--- src/rtl/vga_rx.sv ---
// vga_rx: passive VGA timing receiver. Registers the sync/colour pins once,
// recovers line/frame position from the sync edges, checks the timing against
// the configured raster, locks after one clean frame and then strobes out
// every visible pixel with its coordinates and colour.
module vga_rx #(
   parameter int H_VIEW  = 640,
   parameter int H_SYNC  = 96,
   parameter int H_BACK  = 48,
   parameter int H_TOTAL = 800,
   parameter int V_VIEW  = 480,
   parameter int V_SYNC  = 2,
   parameter int V_BACK  = 33,
   parameter int V_TOTAL = 525
) (
   input  logic       clk,
   input  logic       reset_n,
   input  logic       hsync_n,
   input  logic       vsync_n,
   input  logic [5:0] rgb,
   output logic       o_locked,
   output logic       o_px_valid,
   output logic [9:0] o_x,
   output logic [9:0] o_y,
   output logic [5:0] o_rgb,
   output logic       o_frame_start,
   output logic       o_err,
   output logic [7:0] o_err_count
);

   typedef enum logic [1:0] {HUNT, SYNC, LOCKED} rxState_t;

   localparam logic [10:0] hSyncW    = 11'(H_SYNC);
   localparam logic [10:0] hTotalW   = 11'(H_TOTAL);
   localparam logic [10:0] hVisStart = 11'(H_SYNC + H_BACK);
   localparam logic [10:0] hVisEnd   = 11'(H_SYNC + H_BACK + H_VIEW);
   localparam logic [10:0] vTotalW   = 11'(V_TOTAL);
   localparam logic [10:0] vVisStart = 11'(V_SYNC + V_BACK);
   localparam logic [10:0] vVisEnd   = 11'(V_SYNC + V_BACK + V_VIEW);

   logic        r_sHsyncN;
   logic        r_sVsyncN;
   logic [5:0]  r_sRgb;
   logic        r_prevHsyncN;
   logic        r_vsyncAtFall;
   logic        r_lineSeen;
   logic        r_lateFlagged;
   logic        r_dirty;
   logic [10:0] r_hCount;
   logic [10:0] r_vCount;
   rxState_t    r_state;
   rxState_t    w_stateNext;

   logic        r_pxValid;
   logic [9:0]  r_x;
   logic [9:0]  r_y;
   logic [5:0]  r_rgb;
   logic        r_frameStart;
   logic        r_err;
   logic [7:0]  r_errCount;

   logic        w_hFall;
   logic        w_hRise;
   logic        w_vStart;
   logic [10:0] w_hNext;
   logic [10:0] w_hCur;
   logic [10:0] w_vNext;
   logic [10:0] w_vCur;
   logic        w_e1;
   logic        w_e2;
   logic        w_e3;
   logic        w_e4;
   logic        w_err;
   logic        w_visible;
   logic        w_pxValid;

   // Edge detection and position of the sample currently held in the s_* registers
   assign w_hFall  = ~r_sHsyncN & r_prevHsyncN;
   assign w_hRise  = r_sHsyncN & ~r_prevHsyncN;
   assign w_vStart = w_hFall & ~r_sVsyncN & r_vsyncAtFall;
   assign w_hNext  = (r_hCount == 11'h7FF) ? r_hCount : r_hCount + 11'd1;
   assign w_hCur   = w_hFall ? 11'd0 : w_hNext;
   assign w_vNext  = (r_vCount == 11'h7FF) ? r_vCount : r_vCount + 11'd1;
   assign w_vCur   = w_vStart ? 11'd0 : (w_hFall ? w_vNext : r_vCount);

   // Timing checks; the previous line length is the last h plus one, and a
   // late fall after a missing-fall flag is not reported a second time
   always_comb begin
      w_e1 = w_hFall & r_lineSeen & ~r_lateFlagged & (w_hNext != hTotalW);
      w_e2 = w_hRise & (w_hCur != hSyncW);
      w_e3 = w_vStart & (w_vNext != vTotalW);
      w_e4 = ~w_hFall & r_lineSeen & (w_hNext == hTotalW);
      w_err = (r_state != HUNT) & (w_e1 | w_e2 | w_e3 | w_e4);
      w_visible = (w_hCur >= hVisStart) && (w_hCur < hVisEnd) &&
                  (w_vCur >= vVisStart) && (w_vCur < vVisEnd);
      w_pxValid = (r_state == LOCKED) && w_visible;
   end

   // Single input register stage; idle-high syncs so reset never looks like an edge
   always_ff @(posedge clk or negedge reset_n) begin
      if (!reset_n) begin
         r_sHsyncN <= 1'b1;
         r_sVsyncN <= 1'b1;
         r_sRgb    <= 6'd0;
      end else begin
         r_sHsyncN <= hsync_n;
         r_sVsyncN <= vsync_n;
         r_sRgb    <= rgb;
      end
   end

   // Line/frame counters plus the history needed for edge and vsync-start detection
   always_ff @(posedge clk or negedge reset_n) begin
      if (!reset_n) begin
         r_prevHsyncN  <= 1'b1;
         r_vsyncAtFall <= 1'b1;
         r_lineSeen    <= 1'b0;
         r_lateFlagged <= 1'b0;
         r_hCount      <= 11'd0;
         r_vCount      <= 11'd0;
      end else begin
         r_prevHsyncN <= r_sHsyncN;
         r_hCount     <= w_hCur;
         r_vCount     <= w_vCur;
         if (w_hFall) begin
            r_vsyncAtFall <= r_sVsyncN;
            r_lineSeen    <= 1'b1;
            r_lateFlagged <= 1'b0;
         end else if (w_e4) begin
            r_lateFlagged <= 1'b1;
         end
      end
   end

   // Remembers a violation seen since the last vsync start while acquiring sync
   always_ff @(posedge clk or negedge reset_n) begin
      if (!reset_n) begin
         r_dirty <= 1'b0;
      end else if (w_vStart) begin
         r_dirty <= 1'b0;
      end else if (w_err) begin
         r_dirty <= 1'b1;
      end
   end

   // Lock state register
   always_ff @(posedge clk or negedge reset_n) begin
      if (!reset_n) begin
         r_state <= HUNT;
      end else begin
         r_state <= w_stateNext;
      end
   end

   // Lock progression; a violation always takes priority over a vsync start
   always_comb begin
      w_stateNext = r_state;
      case (r_state)
         HUNT: begin
            if (w_vStart) begin
               w_stateNext = SYNC;
            end
         end
         SYNC: begin
            if (!w_err && w_vStart && !r_dirty) begin
               w_stateNext = LOCKED;
            end
         end
         LOCKED: begin
            if (w_err) begin
               w_stateNext = HUNT;
            end
         end
         default: w_stateNext = HUNT;
      endcase
   end

   // Output stage: strobes, held pixel data and the saturating violation count
   always_ff @(posedge clk or negedge reset_n) begin
      if (!reset_n) begin
         r_pxValid    <= 1'b0;
         r_x          <= 10'd0;
         r_y          <= 10'd0;
         r_rgb        <= 6'd0;
         r_frameStart <= 1'b0;
         r_err        <= 1'b0;
         r_errCount   <= 8'd0;
      end else begin
         r_pxValid    <= w_pxValid;
         r_frameStart <= w_vStart;
         r_err        <= w_err;
         if (w_pxValid) begin
            r_x   <= 10'(w_hCur - hVisStart);
            r_y   <= 10'(w_vCur - vVisStart);
            r_rgb <= r_sRgb;
         end
         if (w_err && (r_errCount != 8'hFF)) begin
            r_errCount <= r_errCount + 8'd1;
         end
      end
   end

   assign o_locked      = (r_state == LOCKED);
   assign o_px_valid    = r_pxValid;
   assign o_x           = r_x;
   assign o_y           = r_y;
   assign o_rgb         = r_rgb;
   assign o_frame_start = r_frameStart;
   assign o_err         = r_err;
   assign o_err_count   = r_errCount;

endmodule
--- config.mk ---
export PLATFORM = sky130hd
export DESIGN_NAME = vga_rx
export DESIGN_NICKNAME = d
export VERILOG_FILES = /design/src/rtl/vga_rx.sv
export SDC_FILE = /design/constraint.sdc
export NUM_CORES = 1
export LEC_CHECK = 0
export ABC_AREA = 1
export CAP_MARGIN = 10
export CORE_ASPECT_RATIO = 1.1
export CORE_MARGIN = 2
export CORE_UTILIZATION = 42
export CTS_CLUSTER_DIAMETER = 120
export DETAILED_ROUTE_END_ITERATION = 12
export DONT_BUFFER_PORTS = 1
export HOLD_SLACK_MARGIN = 0.12
export SLEW_MARGIN = 5
export SYNTH_ARGS = -nofsm -noshare
export SYNTH_HDL_FRONTEND = slang
export SYNTH_SLANG_ARGS = --single-unit
--- constraint.sdc ---
create_clock -name clk -period 3.4 [get_ports clk]
set_input_delay 0 -clock clk [delete_from_list [all_inputs] [get_ports clk]]
set_output_delay 0 -clock clk [all_outputs]
set_load 0.02 [all_outputs]
==> flow_summary.yaml <==
pwr:
  p_clk_share_pct: 27.2
  power.density_nw_per_um2: 576
  power.leakage_nw: 2.62
  p_sw_share_pct: 39.4
  switching_power_mw: 1.08
  combinational_share_of_power_pct: 31.0
  p_int_mw: 1.67
  finalPower_mw: 2.75
  seqPwrFrac_pct: 41.8
  irDropWorstVdd_v: 0.000364
worst_setup_path:
  crit_fanout: 27
  cp_data_arrival_time_ns: 3.15
  crit_required_ns: 3.64
  reg2reg_setup_slack_ns: 0.49
  worst_setup_path_start_kind: "flip-flop"
  worst-setup-path-type: "reg2reg"
  setup.worst_path.end_class: "flip-flop"
routing:
  route.detailed.vias_per_inst: 5.16
  post-route-drc-count: 0
  drt_pre_antenna_iters: 4
  vias: 3650
  detail_route_antenna_nets: 0
  drt_first_iter_violations: 187
  drt_wirelength_um: 10000
  drt-wirelength-per-cell_um: 14.1
final_layout:
  multiInputGateArea_um2: 2080
  sequential_cell_area_um2: 1860
  syn_to_final_growth_pct: 9.88
  mostFrequentLayoutCell: "sky130_fd_sc_hd__nand2_1"
  n_antenna_cell: 0
  num-nets-final: 600
  fillers: 1013
  layout-drive-gt1-share_pct: 13.6
  mostFrequentLayoutCells: "190 x sky130_fd_sc_hd__nand2_1, 70 x sky130_fd_sc_hd__inv_1, 70 x sky130_fd_sc_hd__dfrtp_1"
clock_network:
  clk_pin_slew_ns: 0.08
  numCtsBuffers: 9
  holdBufCountCts: 10
  cts_repair_resize_count: 0
  cts-root-to-sink-buffers: 2
  clk-insertion-delay-late_ns: 0.35
  post_cts.repair.setup_buffers: 0
  clock_sinks: 74
  cts_root_buffer: "sky130_fd_sc_hd__clkbuf_8"
  htree_levels: 3
  cts_tree: "yes"
placement:
  hpwl_um: 7440
  finalWeightedCongestion: 0.919
  place.port_buffers: 0
  place_ws_ns: 0.514
worst_hold_path:
  hp-class: "in2async"
floorplan:
  die_h_um: 111
  ios: 48
  die_area_um2: 11200
  core_um2: 9980
  initial_utilization_pct: 43.5
  row_count: 38
  floorplan.die.width_um: 101
synth:
  synth_seq_area_share_pct: 42.7
  synth.avg_cell_area_um2: 7.62
  yosysWarnings: 0
  synth_seq_cells: 74
  post_synth_instance_area_um2: 4350
  unique_cell_type_count_in_the_yosys_netlist: 31
  synth_cells: 570
  number_of_nets_produced_by_synthesis: 587
global_routing:
  overflow: 0
  grt_first_pass_wirelength_um: 17100
  via_count_of_the_first_global_routing_pass: 3611
  grt_antenna_before_repair: 0
  grt_usage_pct: 18.9
  grt_max_degree: 75
sta:
  final.min_clock_period_ns: 2.91
  finalHoldViolations: 0
  worst_max_slew_margin_expressed_relative_to_the_limit_pct: 75.3
  grt_setup_unrepaired: "false"
  clock.fmax_mhz: 344
  hold_slack_final_ns: 0.192
  max_slew_vio_count: 0
  fin_skew_ns: 0.0125
  worst_setup_margin_ns: 0.491
  worst_pin_slew_ns: 0.371
  layout_worst_path_cycle_share_pct: 85.5
  setup_viol: 0
  fin_tns_setup_ns: 0
flow_run:
  drv_cap: 0
status:
  status: "finished clean"
## sequential cells by signal, indices dropped and copies added, names as in the netlist, 2 cells and up
signal and count:
r_vCount 11, r_sRgb 6, o_rgb 6, o_y 10, r_state 2, o_err_count 8, o_x 10, r_hCount 11
## metrics by stage
stage / utilization [%] / instance area (um2) / std cells
after CTS: 47.8 / 4770 / 707
after global routing: 47.8 / 4770 / 707
after detailed placement: 44.5 / 4440 / 682
final: 47.8 / 4770 / 707
after floorplan: - / 4350 / 570
after global placement: 44.5 / 4440 / 682
## area by class of cell
cell class                 count  area share, %
multi-input combinational    401           43.6
sequential                    74           38.9
inverter                      80           6.29
clock buffer                   9           2.59
tap                          120           3.14
timing repair buffer          17           3.56
clock inverter                 6           1.89
## power by group through the flow
stage	sequential (mW)	combinational [mW]	clock, mW
floorplan	1.13	0.660	0
global placement	1.17	0.807	0
detailed placement	1.17	0.817	0
CTS	1.15	0.854	0.768
global route	1.17	0.976	0.801
finish	1.15	0.852	0.748
## cell families (layout without fill, tap and decap cells)
kind of cell,Yosys count,count (layout),share of synthesized area (%)
buffers and inverters,95,112,9.33
adders and majority gates,7,7,2.02
xor gates and xnor gates,14,14,2.82
DFF,74,74,42.7
and+or+nand+nor,358,358,40.3
AOI/OAI and AO/OA,22,22,2.82
## path summary, 6_finish.rpt
kind,from,to,depth (start not counted)
setup / recovery,r_vCount[0],o_x[9],15
hold / removal,reset_n,r_hCount[7],2
setup reg to reg,r_vCount[0],o_x[9],15
hold reg to reg,r_sHsyncN,r_prevHsyncN,0
max in group asynchronous,reset_n,r_dirty,2
min in group clk,rgb[4],r_sRgb[4],1
## cells in the mapped netlist (all sizes together)
cell type  count  share of area, %
nand2        209                20
o21bai         2              0.35
nand4         47               6.8
o21ai          8               1.0
dfrtp         70                40
ha             7               2.0
nor3           4              0.69
nand3         50               7.1
clkinv         2              0.17
dfstp          4               2.4
buf           15               2.4
nand3b         2              0.35
nor2          46               5.7
inv           78               6.7
xor2          11               2.2
xnor2          3              0.60
a21oi         12               1.5
## worst max-delay path, cell delays in order, from the launching register on
cell	delay, ns
sky130_fd_sc_hd__dfrtp_1	0.47
sky130_fd_sc_hd__ha_1	0.28
sky130_fd_sc_hd__nand2_1	0.13
sky130_fd_sc_hd__nor2_4	0.06
sky130_fd_sc_hd__nand3_2	0.19
sky130_fd_sc_hd__nand3_1	0.12
sky130_fd_sc_hd__nand2_1	0.24
sky130_fd_sc_hd__nand2_2	0.11
sky130_fd_sc_hd__nor2_4	0.17
sky130_fd_sc_hd__nand2_4	0.09
sky130_fd_sc_hd__nor2_4	0.09
sky130_fd_sc_hd__nand2_2	0.06
sky130_fd_sc_hd__nand2_4	0.26
sky130_fd_sc_hd__nand3_4	0.32
sky130_fd_sc_hd__nand2_1	0.14
sky130_fd_sc_hd__nand2_1	0.06
## metal layers
metal / GRT usage [%] / share of wire (%) / vias to the layer above
li1: - / - / 1842
met2: 32.3 / 51 / 74
met4: 7.39 / 2.4 / 0
met3: 4.10 / 4.1 / 18
met1: 22.9 / 42 / 1716
met5: 0 / 0 / -
No activity file was read; power rests on OpenSTA's default activity.
